===== config.mk =====
export PLATFORM = sky130hd
export DESIGN_NAME = coeff_compress_pack_flat
export DESIGN_NICKNAME = d
export VERILOG_FILES = /design/src/rtl/coeff_compress_pack_if.sv /design/src/rtl/coeff_compress_pack.sv /design/src/flat_wrapper.sv
export SDC_FILE = /design/constraint.sdc
export NUM_CORES = 1
export LEC_CHECK = 0
export BUFFER_PORTS_ARGS = -buffer_cell sky130_fd_sc_hd__buf_2
export CAP_MARGIN = 25
export CORE_MARGIN = 5
export CORE_UTILIZATION = 65
export CTS_CLUSTER_SIZE = 14
export DETAILED_ROUTE_END_ITERATION = 7
export GPL_ROUTABILITY_DRIVEN = 1
export GPL_TIMING_DRIVEN = 1
export PLACE_DENSITY = 0.85
export SYNTH_ARGS = -nofsm -noshare
export SYNTH_HDL_FRONTEND = slang
export SYNTH_SLANG_ARGS = --single-unit
export TNS_END_PERCENT = 5

===== constraint.sdc =====
create_clock -name clk -period 31.3 [get_ports clk]
set_clock_uncertainty 0.1 [all_clocks]
set_input_delay 3.13 -clock clk [delete_from_list [all_inputs] [get_ports clk]]
set_output_delay 3.13 -clock clk [all_outputs]
set_load 0.005 [all_outputs]

===== src/rtl/coeff_compress_pack_if.sv =====
// Coefficient stream in, packed PK-memory write bus out, for coeff_compress_pack.
// The chk signal exists only when CPACK_CHECKSUM_EN is defined.
interface coeff_compress_pack_if;
    logic        start;
    logic [10:0] base_addr;
    // A coefficient transfers on a clock edge where in_valid && in_ready; in_valid may
    // drop at any time, and out_valid is a write strobe with no backpressure.
    logic        in_valid;
    logic [12:0] in_coeff;
    logic        in_ready;
    logic        out_valid;
    logic [15:0] out_word;
    logic [10:0] out_addr;
    logic        busy;
    logic        done;
    logic [1:0]  dbg_state;
`ifdef CPACK_CHECKSUM_EN
    logic [15:0] chk;
`endif

    modport master (
        output start, base_addr, in_valid, in_coeff,
        input  in_ready, out_valid, out_word, out_addr, busy, done, dbg_state
`ifdef CPACK_CHECKSUM_EN
        , input chk
`endif
    );

    modport slave (
        input  start, base_addr, in_valid, in_coeff,
        output in_ready, out_valid, out_word, out_addr, busy, done, dbg_state
`ifdef CPACK_CHECKSUM_EN
        , output chk
`endif
    );
endinterface


===== src/rtl/coeff_compress_pack.sv =====
// Compresses 13-bit coefficients mod Q to D bits and packs them LSB-first into 16-bit
// addressed write words. Optional running XOR checksum under CPACK_CHECKSUM_EN.
module coeff_compress_pack #(
    parameter int Q     = 7681,
    parameter int D     = 10,
    parameter int NCOEF = 64
) (
    input logic clk,
    input logic rst,
    coeff_compress_pack_if.slave bus
);
    localparam int CW = $clog2(NCOEF + 1);

    typedef enum logic [1:0] {S_IDLE = 2'd0, S_RUN = 2'd1, S_FLUSH = 2'd2, S_DONE = 2'd3} state_e;

    state_e          state_q, state_d;
    logic [CW-1:0]   acc_q;
    logic [D-1:0]    c_q;
    logic            c_vld_q;
    logic [31:0]     buf_q, buf_d;
    logic [5:0]      cnt_q, cnt_d;
    logic [10:0]     widx_q;
    logic [10:0]     base_q;
    logic            out_valid_q;
    logic [15:0]     out_word_q;
    logic [10:0]     out_addr_q;
`ifdef CPACK_CHECKSUM_EN
    logic [15:0]     chk_q;
`endif

    logic            accept;
    logic            start_job;
    logic [31:0]     num;
    logic [D-1:0]    c_new;
    logic [31:0]     ext;
    logic [5:0]      cnt_sum;
    logic            emit;
    logic [15:0]     word_d;

    assign accept    = bus.in_valid && (state_q == S_RUN);
    assign start_job = bus.start && (state_q == S_IDLE);

    // round(x*2^D/Q) done exactly as floor((2x*2^D + Q) / 2Q); Q odd means no ties.
    assign num   = ({19'd0, bus.in_coeff} << (D + 1)) + 32'(Q);
    assign c_new = D'(num / 32'(2 * Q));

    always_comb begin
        state_d = state_q;
        case (state_q)
            S_IDLE:  if (bus.start) state_d = S_RUN;
            S_RUN:   if (accept && acc_q == CW'(NCOEF - 1)) state_d = S_FLUSH;
            // Emitting the flush word clears cnt, so DONE lands one cycle after it.
            S_FLUSH: if (!c_vld_q && cnt_q == 6'd0) state_d = S_DONE;
            S_DONE:  state_d = S_IDLE;
            default: state_d = S_IDLE;
        endcase
    end

    always_comb begin
        ext     = buf_q | ({{(32 - D){1'b0}}, c_q} << cnt_q);
        cnt_sum = cnt_q + 6'(D);
        buf_d   = buf_q;
        cnt_d   = cnt_q;
        emit    = 1'b0;
        word_d  = buf_q[15:0];
        if (c_vld_q) begin
            if (cnt_sum >= 6'd16) begin
                emit   = 1'b1;
                word_d = ext[15:0];
                buf_d  = ext >> 16;
                cnt_d  = cnt_sum - 6'd16;
            end else begin
                buf_d = ext;
                cnt_d = cnt_sum;
            end
        end else if (state_q == S_FLUSH && cnt_q != 6'd0) begin
            emit   = 1'b1;
            word_d = buf_q[15:0];
            buf_d  = '0;
            cnt_d  = '0;
        end
    end

    always_ff @(posedge clk) begin
        if (rst) begin
            state_q     <= S_IDLE;
            acc_q       <= '0;
            c_q         <= '0;
            c_vld_q     <= 1'b0;
            buf_q       <= '0;
            cnt_q       <= '0;
            widx_q      <= '0;
            base_q      <= '0;
            out_valid_q <= 1'b0;
            out_word_q  <= '0;
            out_addr_q  <= '0;
`ifdef CPACK_CHECKSUM_EN
            chk_q       <= '0;
`endif
        end else begin
            state_q     <= state_d;
            c_vld_q     <= accept;
            out_valid_q <= emit;
            if (accept) begin
                c_q   <= c_new;
                acc_q <= acc_q + CW'(1);
            end
            if (emit) begin
                out_word_q <= word_d;
                out_addr_q <= base_q + widx_q;
            end
            if (start_job) begin
                base_q <= bus.base_addr;
                acc_q  <= '0;
                widx_q <= '0;
                buf_q  <= '0;
                cnt_q  <= '0;
`ifdef CPACK_CHECKSUM_EN
                chk_q  <= '0;
`endif
            end else begin
                buf_q <= buf_d;
                cnt_q <= cnt_d;
                if (emit) begin
                    widx_q <= widx_q + 11'd1;
`ifdef CPACK_CHECKSUM_EN
                    chk_q  <= chk_q ^ word_d;
`endif
                end
            end
        end
    end

    assign bus.in_ready  = (state_q == S_RUN);
    assign bus.busy      = (state_q == S_RUN) || (state_q == S_FLUSH);
    assign bus.done      = (state_q == S_DONE);
    assign bus.out_valid = out_valid_q;
    assign bus.out_word  = out_word_q;
    assign bus.out_addr  = out_addr_q;
    assign bus.dbg_state = state_q;
`ifdef CPACK_CHECKSUM_EN
    assign bus.chk       = chk_q;
`endif
endmodule


===== src/flat_wrapper.sv =====
// flat-port wrapper written by rule: the top's interface ports become plain ports
module coeff_compress_pack_flat 
#(
    parameter int Q     = 7681,
    parameter int D     = 10,
    parameter int NCOEF = 64
)
  (clk, rst, bus_start, bus_base_addr, bus_in_valid, bus_in_coeff, bus_in_ready, bus_out_valid, bus_out_word, bus_out_addr, bus_busy, bus_done, bus_dbg_state);
  coeff_compress_pack_if bus_i ();
  input logic clk;
  input logic rst;
  input wire logic [$bits(bus_i.start)-1:0] bus_start;
  input wire logic [$bits(bus_i.base_addr)-1:0] bus_base_addr;
  input wire logic [$bits(bus_i.in_valid)-1:0] bus_in_valid;
  input wire logic [$bits(bus_i.in_coeff)-1:0] bus_in_coeff;
  output wire logic [$bits(bus_i.in_ready)-1:0] bus_in_ready;
  output wire logic [$bits(bus_i.out_valid)-1:0] bus_out_valid;
  output wire logic [$bits(bus_i.out_word)-1:0] bus_out_word;
  output wire logic [$bits(bus_i.out_addr)-1:0] bus_out_addr;
  output wire logic [$bits(bus_i.busy)-1:0] bus_busy;
  output wire logic [$bits(bus_i.done)-1:0] bus_done;
  output wire logic [$bits(bus_i.dbg_state)-1:0] bus_dbg_state;
  assign bus_i.start = bus_start;
  assign bus_i.base_addr = bus_base_addr;
  assign bus_i.in_valid = bus_in_valid;
  assign bus_i.in_coeff = bus_in_coeff;
  assign bus_in_ready = bus_i.in_ready;
  assign bus_out_valid = bus_i.out_valid;
  assign bus_out_word = bus_i.out_word;
  assign bus_out_addr = bus_i.out_addr;
  assign bus_busy = bus_i.busy;
  assign bus_done = bus_i.done;
  assign bus_dbg_state = bus_i.dbg_state;
  coeff_compress_pack #(.Q(Q), .D(D), .NCOEF(NCOEF)) u_core (.clk(clk), .rst(rst), .bus(bus_i));
endmodule

# Word level (Yosys, flattened, before mapping)

Cells that the tools add are included.

Register bits: 108
Word-level logic and storage cells: 56
Output and inout bits: 33
Bits of input ports: 28

Multiplexer cells: 15
Bitwise logic cells: 1
Reductions and logical operators: 13
Add/sub/neg operators: 6
Shift-type cells: 1
Equality and inequality tests: 7
Magnitude comparators: 1
Div/mod/pow operators: 1

Operator list:

| cell                                                              | count |
|---|---|
| 2-to-1 mux 32 bit                                                 | 3 |
| divider 32 x 14 -> 32 bit, second input constant                  | 1 |
| 2-to-1 mux 16 bit                                                 | 2 |
| OR 32 bit                                                         | 1 |
| left shift 10 x 6 -> 32 bit                                       | 1 |
| adder 24 x 13 -> 25 bit, second input constant                    | 1 |
| 2-to-1 mux 6 bit                                                  | 3 |
| adder 11 x 1 -> 11 bit, second input constant                     | 1 |
| adder 11 bit                                                      | 1 |
| case mux 2 bit (4 select lines)                                   | 1 |
| adder 7 x 1 -> 7 bit, second input constant                       | 1 |
| equality test 7 x 6 -> 1 bit, second input constant               | 1 |
| adder 6 x 4 -> 6 bit, second input constant                       | 1 |
| greater-or-equal comparator 6 x 5 -> 1 bit, second input constant | 1 |
| logical NOT 6 bit                                                 | 1 |
| 2-to-1 mux 2 bit                                                  | 3 |
| nonzero test 6 bit                                                | 1 |
| subtractor 6 x 5 -> 6 bit, second input constant                  | 1 |
| logical AND 1 bit                                                 | 5 |
| equality test 2 bit, second input constant                        | 2 |
| != test 2 x 1 -> 1 bit, second input constant                     | 2 |
| 2-to-1 mux 1 bit                                                  | 3 |
| AND reduction 3 bit                                               | 1 |
| equality test 2 x 1 -> 1 bit, second input constant               | 1 |
| other kinds (6)                                                   | 6 |

# Depth between registers and ports, before layout

Gate-level depths: netlist of the first run.

Depth in word-level cells: 5
Depth in mapped cells: 68
Depth with buffers taken out: 59

# Worst setup path after synthesis of the first run

No wires, ideal clock.

Kind: input-to-reg
Start point: in bus_in_coeff[0]
End point: reg u_core.c_q[0]
Arrival time: 16295 ps
Setup time: 122 ps
Setup slack: 14783 ps
Data required time: 31078 ps
Cell stages on the path: 57
Path buffers: 6
Path through: buf_2 clkbuf_1 inv_1 ha_1 and4b_4 or4b_4 xor2_2 a2111oi_4 or3b_1 o21a_1 xnor2_1 nor2_1 nor2_2 inv_1 ha_1 nand2_1 o2111ai_1 o211ai_2 (+21 left out) o211a_2 a31oi_1 nor2_1 ha_1 or4b_1 nor3_2 o22ai_1 a31oi_1 buf_4 ha_1 nor4_1 nand3_1 a2111oi_2 a31oi_1 a2111oi_4 nor2_1 o311a_1 a311o_1

Word-level cells in the longest chain between the ends: 2

Ends and longest elaborated chain:

| item                      | line                       | source |
|---|---|---|
| from (decl)               | flat_wrapper.sv:15         | `input wire logic [$bits(bus_i.in_coeff)-1:0] bus_in_coeff;` |
| adder 24 x 13 -> 25 bit   | coeff_compress_pack.sv:44  | `assign num = ({19'd0, bus.in_coeff} << (D + 1)) + 32'(Q);` |
| divider 32 x 14 -> 32 bit | coeff_compress_pack.sv:45  | `assign c_new = D'(num / 32'(2 * Q));` |
| to (signal assigned)      | coeff_compress_pack.sv:105 | `c_q <= c_new;` |
| to (decl)                 | coeff_compress_pack.sv:18  | `logic [D-1:0] c_q;` |

No other way between the ends.
A chain may end at the register's enable or synchronous reset.

# Worst setup path in the final report of the first run

Ends and elaborated chain as after synthesis.

==> summary.md, run 1 <==
| Metric | Value |
|---|---|
| Wire length of the first global-routing pass | 43,750 um |
| Top cell types by occurrence after synthesis | sky130_fd_sc_hd__nor2_1, sky130_fd_sc_hd__nand2_1, sky130_fd_sc_hd__dfxtp_1, sky130_fd_sc_hd__a21oi_1, sky130_fd_sc_hd__o21ai_0 |
| Flop and latch count out of synthesis | 107 |
| Share of flip-flops with an asynchronous set or reset after synthesis | 0% |
| Synthesized area per cell | 7.398 um2 |
| Number of cells on the worst reg-to-reg path | 6 |
| Count of cell types in the netlist | 107 |
| Number of antenna violations at the first check in global routing | 0 |
| Final count of hold timing violations | 0 |
| Result of the run | complete, no violations |
| Fmax | 52.23 MHz |
| Number of buffers on the longest clock path | 2 |
| Final instance count without filler cells | 1,517 |
| Fraction of the mapped netlist area in simple logic gates | 28.62% |
| # IOs | 61 |
| Number of iterations in the first detailed-routing pass | 6 |
| CTS root buffer | sky130_fd_sc_hd__clkbuf_16 |
| Area growth from synthesis to layout | 5.718% |
| Leading post-synthesis cells by cell area | sky130_fd_sc_hd__dfxtp_1, sky130_fd_sc_hd__nor2_1, sky130_fd_sc_hd__nand2_1, sky130_fd_sc_hd__a21oi_1, sky130_fd_sc_hd__ha_1 |
| Clock transition at the registers of the reported paths | 0.07 ns |
| Largest net degree at the start of global routing | 56 |
| Pre-CTS setup slack | 12.14 ns |
| Minimum period implied by the final worst setup slack | ~19 ns |
| Multi-input gate area in the final layout | 7244 um2 |
| Tightest hold margin | 0.3476 ns |
| Area share of fa/ha/maj cells after synthesis | ~4% |
| Count leader, synth | sky130_fd_sc_hd__nor2_1 |
| Vias in the first global route | 9,134 |
| Quantity of gates resized following cts | 0 |
| Sequential cell area in the final layout | 2142 um2 |
| Normalized max-slew margin | 27.32% |
| Routed len/inst | 17.34 um |
| Core region area | 14,640 um2 |
| Total power | 0.6473 mW |
| Critical path class | in -> reg |
| Final max-slew violation count | 0 |
| Worst-Margin Slew | 1.082 ns |
| Combined global-route utilization of all metal layers | roughly 29% |
| Setup Buffers After CTS | 0 |
| Share of Yosys cell area claimed by the top area cell type | 21.85% |
| Crit path from | bus_in_coeff[0] |
| Final HPWL DP | 19,660 um |
| Total negative slack for setup checks | 0 ns |
| Share of layout cells above drive strength 1 | approximately an eighth |
| Worst vdd rail ir drop | between 30 and 40 uV |
| Critical register-to-register path startpoint | u_core.cnt_q[5] |
| Xor and xnor area share after synthesis | 6.408% |
| Data required time at the worst endpoint | 31.49 ns |
| Hold path startpoint | u_core.bus.out_addr[2] |
| Count of synthesis-stage warnings from yosys | 0 |
| Worst path bufs/invs | 7 |
| Total number of vias | approximately 10,000 |
| Min-Delay Path Class | reg -> reg |
| Starting Density | 66.93% |
| Lkg Pwr | 3.714 nW |
| Grt total ovfl | 0 |
| Final count of negative-setup-slack endpoints | 0 |
| Library cell with the largest summed area after synthesis | sky130_fd_sc_hd__dfxtp_1 |
| Total wire length | around 26,000 um |
| Unrepaired setup endpoints after global routing | false |
| Hold Crit Depth | 2 |
| Post-layout nets | 1,386 |
| CP Launch Type | input pin |
| Floorplan die width | 132.8 um |
| Maximum single-stage delay on the critical path | 0.85 ns |
| Placement row count | 44 |
| Fill cell instance count of the final layout | between 1,000 and 1,500 |
| Most common cell on crit path | sky130_fd_sc_hd__ha_1 |
| Final period util | 61.17% |
| Sinks on Clock Net | 107 |
| Prevailing post-synth register cell | sky130_fd_sc_hd__dfxtp_1 |
| Count of flip-flops with a built-in enable after synthesis | 0 |
| Gate Count Post-Synth | 1,325 |
| Cell area after layout | 10,360 um2 |
| Number of antenna repair diodes | 0 |
| Fraction of the yosys area taken by sequential cells | between 20 and 25% |
| Count of input and output buffers | 60 |
| Share of cell area taken by muxes after synthesis | under 10% |
| Clock insertion delay at the later pin of the skew report | 0.35 ns |
| Total CTS buffers | 9 |
| Largest delay contributor family on the critical path | simple AND/OR/NAND/NOR gates |
| Vertical extent of the die | 132.8 um |
| Post-synthesis compound-gate area fraction | 31.10% |
| Iter 0 DRT Violations | 1,012 |
| Global placement routability congestion | 0.9772 |
| Deepest level of the CTS H-tree | 3 |
| Standard cell with the maximum stage delay on the critical path | sky130_fd_sc_hd__nor3_1 |
| Number of placed cells counting well taps | 1,501 |
| Detailed-route vias per instance | 6.773 |
| Category of the worst setup path capture point | flop |
| Clock tree from TritonCTS | built |
| Number of DRC violations after detailed routing | 0 |
| Cell area power density | 62.47 nW/um2 |
| Cell area after technology mapping | about 9800 um2 |
| Cell Area, Placed | 10,060 um2 |
| Largest family of logic cells by synthesized area | compound AO/OA/AOI/OAI gates |
| Arrival time of data at the critical path endpoint | roughly 19 ns |
| Synthesized Nets | 1,383 |
| Post-CTS Hold Fix Bufs | 0 |
| Die area | 17,640 um2 |
| Remaining antenna violation count after routing | 0 |
| Final Worst Setup Slack | 12.15 ns |
| CP Max Fanout | 23 |
| Total stage count of the critical path | between 50 and 60 |
| Final cell utilization of the core | 70.76% |
| Max-capacitance violation count | 0 |
==> report_power, final <==
group	switching [mW]	leakage [nW]	internal, mW
Sequential	0.0116	0.866	0.149
Combinational	0.240	2.70	0.133
Clock	0.0496	0.146	0.0645
Total	0.301	3.71	0.346
==> worst min-delay path, cell delays in order, from the launching register on <==
cell,delay (ns)
sky130_fd_sc_hd__dfxtp_1,0.31
sky130_fd_sc_hd__nand2_1,0.05
sky130_fd_sc_hd__a21oi_1,0.05
==> cell families after synthesis <==
kind of cell    after synthesis
flops                       107
mux                          36
compound gates              420
simple gates                565
buf+inv                      97
xor+xnor                     70
fa+ha+maj                    30
==> registers in the layout, summed over array words and instances (netlist names) <==
register and count:
u_core.acc_q 7, u_core.base_q 11, u_core.buf_q 32, u_core.bus.dbg_state 2
u_core.bus.out_addr 11, u_core.bus.out_valid 1, u_core.bus.out_word 16, u_core.c_q 10
u_core.c_vld_q 1, u_core.cnt_q 5, u_core.widx_q 11
==> cells in the final DEF, fill, tap and decap left out, types with 19 or more instances in the layout <==
cell type                    n
sky130_fd_sc_hd__mux2i_1    25
sky130_fd_sc_hd__a211oi_1   31
sky130_fd_sc_hd__o21ai_0    57
sky130_fd_sc_hd__or3_1      19
sky130_fd_sc_hd__a31oi_1    27
sky130_fd_sc_hd__xor2_1     32
sky130_fd_sc_hd__nor4_1     20
sky130_fd_sc_hd__and2_1     24
sky130_fd_sc_hd__nand4_1    20
sky130_fd_sc_hd__nor3_1     40
sky130_fd_sc_hd__nand2_1   148
sky130_fd_sc_hd__nor2_1    153
sky130_fd_sc_hd__ha_1       29
sky130_fd_sc_hd__xnor2_1    36
sky130_fd_sc_hd__dfxtp_1   107
sky130_fd_sc_hd__a21oi_1   105
sky130_fd_sc_hd__nand3_1    36
sky130_fd_sc_hd__buf_2      60
==> final cells by class <==
class / instances / share of cell area (%)
clock buffers: 11 / 2.342
clock inverters: 5 / 0.5796
inverters: 20 / 0.7245
multi-input cells: 1121 / 69.91
flip-flops and latches: 107 / 20.67
well taps: 184 / 2.222
repair buffers: 69 / 3.550
==> routing by layer <==
metal	vias up	part of all wire [%]	routed length, um	GRT usage (%)
met4	0	2.2	590	8.776
met5	-	0	0	0
li1	4986	-	-	-
met1	4747	44	11600	39.19
met2	484	47	12260	47.43
met3	58	7.0	1846	2.544
==> worst paths after layout <==
| path | to | slack, ns |
|---|---|---|
| setup / recovery | u_core.c_q[0] | 12.15 |
| hold / removal | u_core.bus.out_addr[2] | 0.35 |
| setup reg to reg | u_core.buf_q[31] | 27.56 |
| hold reg to reg | u_core.bus.out_addr[2] | 0.35 |
Note: power is estimated with default switching activity, not from simulation.
==> run 2, diff against run 1 <==
--- a/config.mk
+++ b/config.mk
@@ -8,12 +8,12 @@
 export BUFFER_PORTS_ARGS = -buffer_cell sky130_fd_sc_hd__buf_2
 export CAP_MARGIN = 25
 export CORE_MARGIN = 5
-export CORE_UTILIZATION = 65
+export CORE_UTILIZATION = 57
 export CTS_CLUSTER_SIZE = 14
 export DETAILED_ROUTE_END_ITERATION = 7
 export GPL_ROUTABILITY_DRIVEN = 1
 export GPL_TIMING_DRIVEN = 1
-export PLACE_DENSITY = 0.85
+export PLACE_DENSITY = 0.79
 export SYNTH_ARGS = -nofsm -noshare
 export SYNTH_HDL_FRONTEND = slang
 export SYNTH_SLANG_ARGS = --single-unit
==> constraint.sdc (replaced) <==
create_clock -name clk -period 15.4 [get_ports clk]
set_clock_uncertainty 0.1 [all_clocks]
set_input_delay 1.54 -clock clk [delete_from_list [all_inputs] [get_ports clk]]
set_output_delay 1.54 -clock clk [all_outputs]
set_load 0.005 [all_outputs]
==> summary.md, run 2 (synthesis gave the netlist of run 1 again) <==
| Metric | Value |
|---|---|
| Worst vdd rail ir drop | 85.94 uV (was 34.24 uV) |
| Number of placed cells counting well taps | 1,560 (was 1,501) |
| Min-Delay Path Class | reg -> reg (unchanged) |
| Switching power share of the total | 45.89% (was 46.53%) |
| Die area | 19,920 um2 (was 17,640 um2) |
| Vias in the first global route | 9,335 (was 9,134) |
| Total power | 1.355 mW (was 0.6473 mW) |
| Iter 0 DRT Violations | 936 (was 1,012) |
| CTS root buffer | sky130_fd_sc_hd__clkbuf_16 (unchanged) |
| Total number of vias | 10,280 (about the same) |
| Deepest level of the CTS H-tree | 3 (unchanged) |
| Core region area | 17,060 um2 (was 14,640 um2) |
| Share of layout cells above drive strength 1 | 13.81% (was 11.78%) |
| Grt total ovfl | 0 (unchanged) |
| Share of power burned in the clock network | 17.7% (was 17.6%) |
| Data required time at the worst endpoint | 15.58 ns (was 31.49 ns) |
| Remaining antenna violation count after routing | 0 (unchanged) |
| Total negative slack for setup checks | 0 ns (unchanged) |
| Total wire length | 27,240 um (was 26,300 um) |
| Clock tree from TritonCTS | built (unchanged) |
| Max-capacitance violation count | 0 (unchanged) |
| Final count of hold timing violations | 0 (unchanged) |
| Largest net degree at the start of global routing | 56 (unchanged) |
| # IOs | 61 (unchanged) |
| Arrival time of data at the critical path endpoint | 14.60 ns (was 19.34 ns) |
| Final period util | 93.61% |
| Combined global-route utilization of all metal layers | 26.40% (was 28.51%) |
| Number of antenna repair diodes | 0 (unchanged) |
| Final instance count without filler cells | 1,579 (was 1,517) |
| Count of input and output buffers | 60 (unchanged) |
| Lkg Pwr | 3.826 nW (was 3.714 nW) |
| Total CTS buffers | 9 (unchanged) |
| Starting Density | 57.47% (was 66.93%) |
| Standard cell with the maximum stage delay on the critical path | sky130_fd_sc_hd__or4b_4 (was sky130_fd_sc_hd__nor3_1) |
| Number of DRC violations after detailed routing | 0 (unchanged) |
| Clock insertion delay at the later pin of the skew report | 0.34 ns (was 0.35 ns) |
| Maximum single-stage delay on the critical path | 0.54 ns (was 0.85 ns) |
| Wire length of the first global-routing pass | 45,520 um (was 43,750 um) |
| Worst-Margin Slew | 0.9323 ns (was 1.082 ns) |
| Most common cell on crit path | sky130_fd_sc_hd__ha_1 (unchanged) |
| Commonest cells after routing, fill and taps aside | sky130_fd_sc_hd__nor2_1, sky130_fd_sc_hd__nand2_1, sky130_fd_sc_hd__dfxtp_1, sky130_fd_sc_hd__a21oi_1, sky130_fd_sc_hd__buf_2 (unchanged) |
| Final max-slew violation count | 0 (unchanged) |
| Normalized max-slew margin | 37.62% (was 27.32%) |
| Routed len/inst | 17.25 um (was 17.34 um) |
| Result of the run | complete, no violations (unchanged) |
| Sw power | 0.6217 mW (was 0.3012 mW) |
| Number of iterations in the first detailed-routing pass | 5 (was 6) |
| Global placement routability congestion | 0.9704 (was 0.9772) |
| Share of power burned in registers | 24.1% (was 24.8%) |
| Floorplan die width | 141.1 um (was 132.8 um) |
| Category of the worst setup path capture point | flop (unchanged) |
| Post-CTS Hold Fix Bufs | 0 (unchanged) |
| Final HPWL DP | 20,450 um (was 19,660 um) |
| Minimum period implied by the final worst setup slack | about 14 ns |
| Number of buffers on the longest clock path | 2 (unchanged) |
| Detailed-route vias per instance | 6.513 (was 6.773) |
| Vertical extent of the die | 141.1 um (was 132.8 um) |
| Post-layout nets | 1,407 (was 1,386) |
| Cell area power density | 127.2 nW/um2 (was 62.47 nW/um2) |
| Number of flip-flops in the largest register | 32 (unchanged) |
| Top register by number of flip-flops | u_core.buf_q (unchanged) |
| Clock transition at the registers of the reported paths | 0.07 ns (about the same) |
| Leading cell type in the layout, fill and taps excluded | sky130_fd_sc_hd__nor2_1 (unchanged) |
| Critical path class | in -> reg (unchanged) |
| Area growth from synthesis to layout | 8.642% (was 5.718%) |
| Number of antenna violations at the first check in global routing | 0 (unchanged) |
| CP Launch Type | input pin (unchanged) |
| Fmax | slightly below 70 MHz |
| CP Max Fanout | 15 (was 23) |
| Placement row count | 48 (was 44) |
| Sinks on Clock Net | 107 (unchanged) |
| Final count of negative-setup-slack endpoints | 0 (unchanged) |
| Comb pwr share | 58.2% (was 57.6%) |
| Internal | 0.7331 mW (was 0.3462 mW) |
-- run 2: through the flow --
stage | area, um2 | worst slack [ns] | util [%] | hold WS (ns)
6_report | 10650 | 0.9847 | 62.43 | 0.3472
5_1_grt | 10650 | -0.05596 | 62.43 | 0.3728
4_1_cts | 10560 | 0.6101 | 61.89 | 0.3499
3_5_place_dp | 10250 | 0.2951 | 60.07 | 0.3419
3_3_place_gp | 10250 | 0.7406 | 60.07 | 0.3342
2_1_floorplan | 9802 | 0.4725 | - | 0.3315
-- run 2: power groups by stage --
stage | clock network [mW] | registers [mW] | logic (mW)
finish | 0.240 | 0.326 | 0.789
global route | 0.255 | 0.330 | 0.859
CTS | 0.243 | 0.326 | 0.765
detailed placement | 0 | 0.332 | 0.762
global placement | 0 | 0.330 | 0.754
floorplan | 0 | 0.325 | 0.588
-- run 2: repair_timing --
action | CTS | global route
resized for setup | 0 | 14
setup endpoints to repair | 0 | 2
setup buffers | 0 | 3
-- run 2: critical path: cells and delay by family --
| kind | cells | cell delay (ns) |
|---|---|---|
| adder cells (fa/ha/maj) | 7 | 1.76 |
| AO/OA/AOI/OAI | 17 | 4.18 |
| AND/OR/NAND/NOR | 25 | 5.36 |
| multiplexers | 2 | 0.51 |
| buffers and inverters | 6 | 1.00 |
| XOR/XNOR | 1 | 0.22 |
-- run 2: layout make-up --
| class | instances | area, um2 |
|---|---|---|
| clock buffers | 12 | 236.5 |
| repair buffers | 90 | 525.5 |
| clock inverters | 4 | 73.82 |
| multi-input cells | 1121 | 7315 |
| inverters | 20 | 75.07 |
| well taps | 225 | 281.5 |
| flip-flops and latches | 107 | 2142 |
| fillers | 1575 | 6407 |
-- run 2: per-layer routing --
metal,track usage (%),routed length [um]
met5,0,0
met4,7.802,552
met3,3.562,1872
met2,43.19,12630
met1,36.29,12180
-- run 2: worst paths after layout --
| check | startpoint | to | slack (ns) | cells past startpoint |
|---|---|---|---|---|
| setup reg to reg | u_core.cnt_q[5] | u_core.buf_q[31] | 11.63 | 6 |
| hold reg to reg | u_core.bus.out_addr[7] | u_core.bus.out_addr[7] | 0.35 | 2 |
| hold / removal | u_core.bus.out_addr[7] | u_core.bus.out_addr[7] | 0.35 | 2 |
| setup / recovery | bus_in_coeff[0] | u_core.c_q[0] | 0.98 | 58 |
